File: config.mk
export PLATFORM = sky130hd
export DESIGN_NAME = alu_wide_seq_flat
export DESIGN_NICKNAME = d
export VERILOG_FILES = /design/src/rtl/alu_wide_seq_if.sv /design/src/rtl/alu_wide_seq.sv /design/src/flat_wrapper.sv
export SDC_FILE = /design/constraint.sdc
export NUM_CORES = 1
export LEC_CHECK = 0
export BUFFER_PORTS_ARGS = -buffer_cell sky130_fd_sc_hd__buf_2
export CAP_MARGIN = 0
export CORE_MARGIN = 1.5
export CORE_UTILIZATION = 30
export DETAILED_ROUTE_END_ITERATION = 7
export GPL_ROUTABILITY_DRIVEN = 0
export PLACE_DENSITY_LB_ADDON = 0.08
export SYNTH_ARGS = -nofsm -noshare
export SYNTH_HDL_FRONTEND = slang
export SYNTH_SLANG_ARGS = --single-unit
File: constraint.sdc
create_clock -name i_clk -period 3.89 [get_ports i_clk]
set_input_delay 0.389 -clock i_clk [delete_from_list [all_inputs] [get_ports i_clk]]
set_output_delay 0.389 -clock i_clk [all_outputs]
set_load 0.05 [all_outputs]
File: src/rtl/alu_wide_seq_if.sv
// alu_wide_seq_if: request/response handshake bundle between the execute stage
// (master) and the wide-operand ALU sequencer (slave).
//   req_valid/req_ready  request handshake, payload req_op/req_a/req_b/req_cin
//   rsp_valid/rsp_ready  response handshake, payload rsp_result and rsp_c/z/v/s/err
interface alu_wide_seq_if #(
  parameter int WORDS = 2
);
  localparam int DW = 16 * WORDS;

  logic          req_valid;
  logic          req_ready;
  logic [2:0]    req_op;
  logic [DW-1:0] req_a;
  logic [DW-1:0] req_b;
  logic          req_cin;

  logic          rsp_valid;
  logic          rsp_ready;
  logic [DW-1:0] rsp_result;
  logic          rsp_c;
  logic          rsp_z;
  logic          rsp_v;
  logic          rsp_s;
  logic          rsp_err;

  modport master (
    output req_valid, req_op, req_a, req_b, req_cin, rsp_ready,
    input  req_ready, rsp_valid, rsp_result, rsp_c, rsp_z, rsp_v, rsp_s, rsp_err
  );

  modport slave (
    input  req_valid, req_op, req_a, req_b, req_cin, rsp_ready,
    output req_ready, rsp_valid, rsp_result, rsp_c, rsp_z, rsp_v, rsp_s, rsp_err
  );
endinterface

File: src/rtl/alu_wide_seq.sv
// alu_wide_seq: runs WORDS*16-bit add/sub/logic operations on a single external
// 16-bit combinational ALU, one word per clock, least significant word first,
// chaining carry/borrow between words. The full-width result and flags are
// returned on a valid/ready response.
// Ports:
//   i_clk, i_rst        clock (rising edge), asynchronous active-high reset
//   bus (slave)         request/response handshake, see alu_wide_seq_if
//   o_alu_func/a/b/cin  drive to the ALU (idle code 1111 when not running)
//   i_alu_out/c/v       ALU result and carry/borrow, overflow
//
// state  | meaning
// IDLE   | req_ready high, waiting for a request
// RUN    | one operand word per clock through the ALU
// ERR    | illegal op accepted; one cycle before the error response
// DONE   | response presented, held until rsp_ready
module alu_wide_seq #(
  parameter int WORDS = 2
) (
  input  logic          i_clk,
  input  logic          i_rst,
  alu_wide_seq_if.slave bus,
  output logic [3:0]    o_alu_func,
  output logic [15:0]   o_alu_a,
  output logic [15:0]   o_alu_b,
  output logic          o_alu_cin,
  input  logic [15:0]   i_alu_out,
  input  logic          i_alu_c,
  input  logic          i_alu_v
);

  localparam int DW = 16 * WORDS;
  localparam int CW = (WORDS > 1) ? $clog2(WORDS) : 1;

  localparam logic [2:0] OP_ADD = 3'd0;
  localparam logic [2:0] OP_SUB = 3'd1;
  localparam logic [2:0] OP_AND = 3'd2;
  localparam logic [2:0] OP_OR  = 3'd3;
  localparam logic [2:0] OP_XOR = 3'd4;
  localparam logic [2:0] OP_NOT = 3'd5;

  typedef enum logic [1:0] {
    S_IDLE = 2'd0,
    S_RUN  = 2'd1,
    S_ERR  = 2'd2,
    S_DONE = 2'd3
  } state_t;

  state_t        r_state;
  state_t        w_state_nxt;

  logic [2:0]    r_op;
  logic [DW-1:0] r_a;
  logic [DW-1:0] r_b;
  logic          r_carry;
  logic [CW-1:0] r_cnt;
  logic [DW-1:0] r_res;
  logic          r_zacc;

  logic [DW-1:0] r_rsp_result;
  logic          r_rsp_c;
  logic          r_rsp_z;
  logic          r_rsp_v;
  logic          r_rsp_s;
  logic          r_rsp_err;

  logic          w_accept;
  logic          w_req_legal;
  logic          w_req_arith;
  logic          w_arith;
  logic          w_last;
  logic          w_word_zero;
  logic [DW+15:0] w_cat;
  logic [DW-1:0] w_res_nxt;

  assign w_accept    = (r_state == S_IDLE) && bus.req_valid;
  assign w_req_legal = (bus.req_op <= OP_NOT);
  assign w_req_arith = (bus.req_op == OP_ADD) || (bus.req_op == OP_SUB);
  assign w_arith     = (r_op == OP_ADD) || (r_op == OP_SUB);
  assign w_last      = (r_cnt == '0);
  assign w_word_zero = (i_alu_out == 16'h0000);

  // Result words shift in from the top, so after WORDS captures the first
  // (least significant) word has reached bit 0.
  assign w_cat     = {i_alu_out, r_res};
  assign w_res_nxt = w_cat[DW+15:16];

  // State register
  always_ff @(posedge i_clk or posedge i_rst) begin
    if (i_rst) begin
      r_state <= S_IDLE;
    end else begin
      r_state <= w_state_nxt;
    end
  end

  // Next-state logic
  always_comb begin
    w_state_nxt = r_state;
    case (r_state)
      S_IDLE: begin
        if (bus.req_valid) begin
          w_state_nxt = w_req_legal ? S_RUN : S_ERR;
        end
      end
      S_RUN: begin
        if (w_last) begin
          w_state_nxt = S_DONE;
        end
      end
      S_ERR: begin
        w_state_nxt = S_DONE;
      end
      S_DONE: begin
        if (bus.rsp_ready) begin
          w_state_nxt = S_IDLE;
        end
      end
      default: begin
        w_state_nxt = S_IDLE;
      end
    endcase
  end

  // ALU drive: only RUN touches the ALU; otherwise the idle function code
  // forces its outputs to zero.
  always_comb begin
    o_alu_func = 4'b1111;
    o_alu_a    = 16'h0000;
    o_alu_b    = 16'h0000;
    o_alu_cin  = 1'b0;
    if (r_state == S_RUN) begin
      o_alu_a   = r_a[15:0];
      o_alu_b   = r_b[15:0];
      o_alu_cin = w_arith & r_carry;
      case (r_op)
        OP_ADD:  o_alu_func = 4'b0000;
        OP_SUB:  o_alu_func = 4'b0001;
        OP_AND:  o_alu_func = 4'b0010;
        OP_OR:   o_alu_func = 4'b0011;
        OP_XOR:  o_alu_func = 4'b0100;
        OP_NOT:  o_alu_func = 4'b0111;
        default: o_alu_func = 4'b1111;
      endcase
    end
  end

  // Datapath: operand latch, per-word capture, response registers
  always_ff @(posedge i_clk or posedge i_rst) begin
    if (i_rst) begin
      r_op         <= 3'd0;
      r_a          <= '0;
      r_b          <= '0;
      r_carry      <= 1'b0;
      r_cnt        <= '0;
      r_res        <= '0;
      r_zacc       <= 1'b0;
      r_rsp_result <= '0;
      r_rsp_c      <= 1'b0;
      r_rsp_z      <= 1'b0;
      r_rsp_v      <= 1'b0;
      r_rsp_s      <= 1'b0;
      r_rsp_err    <= 1'b0;
    end else begin
      case (r_state)
        S_IDLE: begin
          if (w_accept) begin
            r_op    <= bus.req_op;
            r_a     <= bus.req_a;
            r_b     <= bus.req_b;
            // The carry register doubles as the word-0 carry-in.
            r_carry <= bus.req_cin & w_req_arith;
            r_cnt   <= CW'(WORDS - 1);
            r_res   <= '0;
            r_zacc  <= 1'b1;
          end
        end
        S_RUN: begin
          r_a     <= r_a >> 16;
          r_b     <= r_b >> 16;
          r_carry <= i_alu_c;
          r_res   <= w_res_nxt;
          r_zacc  <= r_zacc & w_word_zero;
          r_cnt   <= r_cnt - 1'b1;
          if (w_last) begin
            r_rsp_result <= w_res_nxt;
            r_rsp_c      <= w_arith & i_alu_c;
            r_rsp_z      <= r_zacc & w_word_zero;
            r_rsp_v      <= i_alu_v;
            r_rsp_s      <= w_res_nxt[DW-1];
            r_rsp_err    <= 1'b0;
          end
        end
        S_ERR: begin
          r_rsp_err <= 1'b1;
        end
        S_DONE: begin
          if (bus.rsp_ready) begin
            r_rsp_result <= '0;
            r_rsp_c      <= 1'b0;
            r_rsp_z      <= 1'b0;
            r_rsp_v      <= 1'b0;
            r_rsp_s      <= 1'b0;
            r_rsp_err    <= 1'b0;
          end
        end
        default: begin
        end
      endcase
    end
  end

  assign bus.req_ready  = (r_state == S_IDLE);
  assign bus.rsp_valid  = (r_state == S_DONE);
  assign bus.rsp_result = r_rsp_result;
  assign bus.rsp_c      = r_rsp_c;
  assign bus.rsp_z      = r_rsp_z;
  assign bus.rsp_v      = r_rsp_v;
  assign bus.rsp_s      = r_rsp_s;
  assign bus.rsp_err    = r_rsp_err;

endmodule

File: src/flat_wrapper.sv
// flat-port wrapper written by rule: the top's interface ports become plain ports
module alu_wide_seq_flat 
#(
  parameter int WORDS = 2
)
  (i_clk, i_rst, o_alu_func, o_alu_a, o_alu_b, o_alu_cin, i_alu_out, i_alu_c, i_alu_v, bus_req_valid, bus_req_op, bus_req_a, bus_req_b, bus_req_cin, bus_rsp_ready, bus_req_ready, bus_rsp_valid, bus_rsp_result, bus_rsp_c, bus_rsp_z, bus_rsp_v, bus_rsp_s, bus_rsp_err);
  alu_wide_seq_if #(.WORDS(WORDS)) bus_i ();
  input  logic i_clk;
  input  logic i_rst;
  output logic [3:0] o_alu_func;
  output logic [15:0] o_alu_a;
  output logic [15:0] o_alu_b;
  output logic o_alu_cin;
  input  logic [15:0] i_alu_out;
  input  logic i_alu_c;
  input  logic i_alu_v;
  input wire logic [$bits(bus_i.req_valid)-1:0] bus_req_valid;
  input wire logic [$bits(bus_i.req_op)-1:0] bus_req_op;
  input wire logic [$bits(bus_i.req_a)-1:0] bus_req_a;
  input wire logic [$bits(bus_i.req_b)-1:0] bus_req_b;
  input wire logic [$bits(bus_i.req_cin)-1:0] bus_req_cin;
  input wire logic [$bits(bus_i.rsp_ready)-1:0] bus_rsp_ready;
  output wire logic [$bits(bus_i.req_ready)-1:0] bus_req_ready;
  output wire logic [$bits(bus_i.rsp_valid)-1:0] bus_rsp_valid;
  output wire logic [$bits(bus_i.rsp_result)-1:0] bus_rsp_result;
  output wire logic [$bits(bus_i.rsp_c)-1:0] bus_rsp_c;
  output wire logic [$bits(bus_i.rsp_z)-1:0] bus_rsp_z;
  output wire logic [$bits(bus_i.rsp_v)-1:0] bus_rsp_v;
  output wire logic [$bits(bus_i.rsp_s)-1:0] bus_rsp_s;
  output wire logic [$bits(bus_i.rsp_err)-1:0] bus_rsp_err;
  assign bus_i.req_valid = bus_req_valid;
  assign bus_i.req_op = bus_req_op;
  assign bus_i.req_a = bus_req_a;
  assign bus_i.req_b = bus_req_b;
  assign bus_i.req_cin = bus_req_cin;
  assign bus_i.rsp_ready = bus_rsp_ready;
  assign bus_req_ready = bus_i.req_ready;
  assign bus_rsp_valid = bus_i.rsp_valid;
  assign bus_rsp_result = bus_i.rsp_result;
  assign bus_rsp_c = bus_i.rsp_c;
  assign bus_rsp_z = bus_i.rsp_z;
  assign bus_rsp_v = bus_i.rsp_v;
  assign bus_rsp_s = bus_i.rsp_s;
  assign bus_rsp_err = bus_i.rsp_err;
  alu_wide_seq #(.WORDS(WORDS)) u_core (.i_clk(i_clk), .i_rst(i_rst), .bus(bus_i), .o_alu_func(o_alu_func), .o_alu_a(o_alu_a), .o_alu_b(o_alu_b), .o_alu_cin(o_alu_cin), .i_alu_out(i_alu_out), .i_alu_c(i_alu_c), .i_alu_v(i_alu_v));
endmodule
==> results.md <==
* Placed cells at 781
* Area delta synth->final at 30.9%
* Post-synthesis sequential area ratio at 59.6%
* Max frequency at 0.369 GHz
* Num CTS Buffers at 17
* Die area at 18,200 sq um
* Row count at 47
* Max Cap Violations at 0
* Cells after synthesis at 421
* Gr usage total at 15.0%
* I/O Pins at 166
* Vias at 3,863
* Worst Setup End Kind: output pin
* Post-synth EDFFs at 0
* Area contributors post-synth: dfrtp_1 60%, a22o_1 14%, mux2i_1 6.3%, and2_1 4.0%, o21ai_0 3.2%
* Synth Register Bits at 124
* Die height at 135 microns
* Root Driver: clkbuf_16
* Mapped cell area at 5210 sq um
* Fin. max-slew vios at 0
* Main flop type after synthesis: dfrtp_1
* Vias in the first global route at 3,877
* CP arrival at 2.32 ns
* Cts hold-fix bufs at 0
* Post-place instance area at 6230 sq um
* Largest net degree at the start of global routing at 77
* GRT met2 Usage at 21.7%
* CTS H-tree depth at 4
* CTS tree: built
* Max VDD drop at 0.430 mV
* Post-DP HPWL at 8650 microns
* Outcome: finished clean
* PD cells at 974 nW/um^2
* Leak at 3.44 nW
* HP Class: primary input to register
* Buffer count from post-CTS setup fixing at 0
* Clk_lat worst skew at 0.42 ns
* Mean Syn Cell Area at 12.4 sq um
* Chip width at 135 microns
* Synth Warn # at 0
* Met1 usage at 21.2%
* Routed vias/inst at 4.75
* Worst-path fanout max at 51
* Routed WL per cell at 16.2 microns
* Skew final at 0.0113 ns
* Initial antenna violation count at 0
* # setup viols final at 0
* Asr flop ratio synth at 100%
* Nets@finish at 674
* CP Launch Type: register
* Fillers at 1,652
* Drt total wl at 13,200 microns
* Hold Violations, Final at 0
* Rel. slew slack at 35.2%
* Fin crit share at 69.7%
* Synth cell count leaders: 124 x dfrtp_1, 81 x a22o_1, 34 x nand2_1
* Clk sinks at 124
* Syn_nets at 515
* First DRT Iteration DRCs at 179
* First-pass GRT wire length at 21,000 microns
* Busiest grt layer: met2
* Fin area at 6820 sq um
* Initial Util at 31.1%
* Longest Clk Path Bufs at 2
* Count leader, synth: dfrtp_1
* DRC at 0
* Grt ovf at 0
* Final Critical Period at 2.71 ns
* Slew @ Worst Pin at 0.972 ns
* Yosys top cell area share at 59.6%
* GR Layer Usage met3 at 4.95%
* Hold_ws at 0.191 ns
* CP required at 3.50 ns
* Post-synth top area cell: dfrtp_1
* Buffers on Ports at 165
* Core area at 16,800 sq um
* Layout cells sized above 1 at 36.6%
* Pre-antenna DRT Iters at 4
* Worst Path Class, Setup: register to output pin
* Synth unique cells at 38
* DRT antenna net count at 0
* Final setup TNS at 0 ns
* RSZ-0062 raised after global routing: no
* Finished Layout Cells at 813
* Worst-path clk slew at 0.06 ns
* Post-CTS resize count at 0
* Antenna diode count at 0
## flip-flops by register name (all words and copies together), names as in the netlist
name                   flops
u_core.bus.rsp_result     32
u_core.bus.rsp_c           1
u_core.r_cnt               1
u_core.r_carry             1
u_core.bus.rsp_v           1
u_core.r_res              16
u_core.r_op                3
u_core.bus.rsp_err         1
u_core.r_state             2
u_core.bus.rsp_z           1
u_core.r_zacc              1
u_core.r_a                32
u_core.r_b                32
## final timing paths
kind / slack [ns] / cells past startpoint / from / endpoint
setup / recovery: 1.18 / 5 / u_core.r_state[1] / o_alu_b[4]
hold / removal: 0.19 / 2 / bus_req_a[25] / u_core.r_a[25]
setup reg to reg: 1.52 / 5 / u_core.r_state[1] / u_core.r_cnt
hold reg to reg: 0.47 / 2 / u_core.r_b[2] / u_core.r_b[2]
max in group asynchronous: 2.86 / 3 / i_rst / u_core.bus.rsp_result[2]
min in group asynchronous: 0.22 / 2 / i_rst / u_core.bus.rsp_result[14]
## critical path, stage by stage (launching register included)
cell and delay [ns]:
dfrtp_1 0.40, inv_1 0.14, ha_4 0.61, buf_4 0.33
and2_1 0.16, buf_2 0.26
## routing by layer
| layer | part of all wire, % | up-vias |
|---|---|---|
| met1 | 48 | 1879 |
| met4 | 1.1 | 0 |
| li1 | - | 1852 |
| met3 | 6.2 | 11 |
| met5 | 0 | - |
| met2 | 45 | 121 |
## report_power, final
part,internal [mW],switching (mW)
Combinational,0.926,1.96
Sequential,1.86,0.316
Clock,0.964,0.605
Total,3.75,2.89
## area by class of cell
class	count	area [sq um]	share of cell area [%]
sequential	124	3100	45.5
inverter	6	25.0	0.367
timing repair buffer	172	891	13.1
multi-input combinational	259	1940	28.4
tap	220	275	4.04
clock inverter	13	141	2.07
clock buffer	19	443	6.50
## metrics by stage
stage	total power, mW	util [%]	setup WS (ns)
2_1_floorplan	4.45	-	0.202
3_3_place_gp	5.08	37.2	1.57
3_5_place_dp	5.12	37.2	1.52
4_1_cts	6.73	40.7	1.12
5_1_grt	7.06	40.7	1.02
6_report	6.64	40.7	1.18
## layout by cell type, fill, tap and decap left out, types with 3 or more instances in the layout
master      instances
nand2_1            34
buf_2             165
dfrtp_1           124
clkbuf_16          17
inv_1               5
and2_1             33
nand3_1             3
clkinv_2            3
clkinvlp_4          3
inv_6               3
buf_4               6
nand2b_1            3
mux2i_1            33
nor2_1              3
ha_1                3
o21ai_0            33
mux2_2              4
a22o_1             81
## kinds of logic (layout without fill, tap and decap cells)
logic type	after synthesis	after routing	synth area share [%]
compound gates	127	127	18.9
buf+inv	38	210	3.72
fa+ha+maj	4	4	0.961
mux	38	38	7.47
flops	124	124	59.6
simple gates	90	90	9.32
Power figures use the tool's default switching activity.
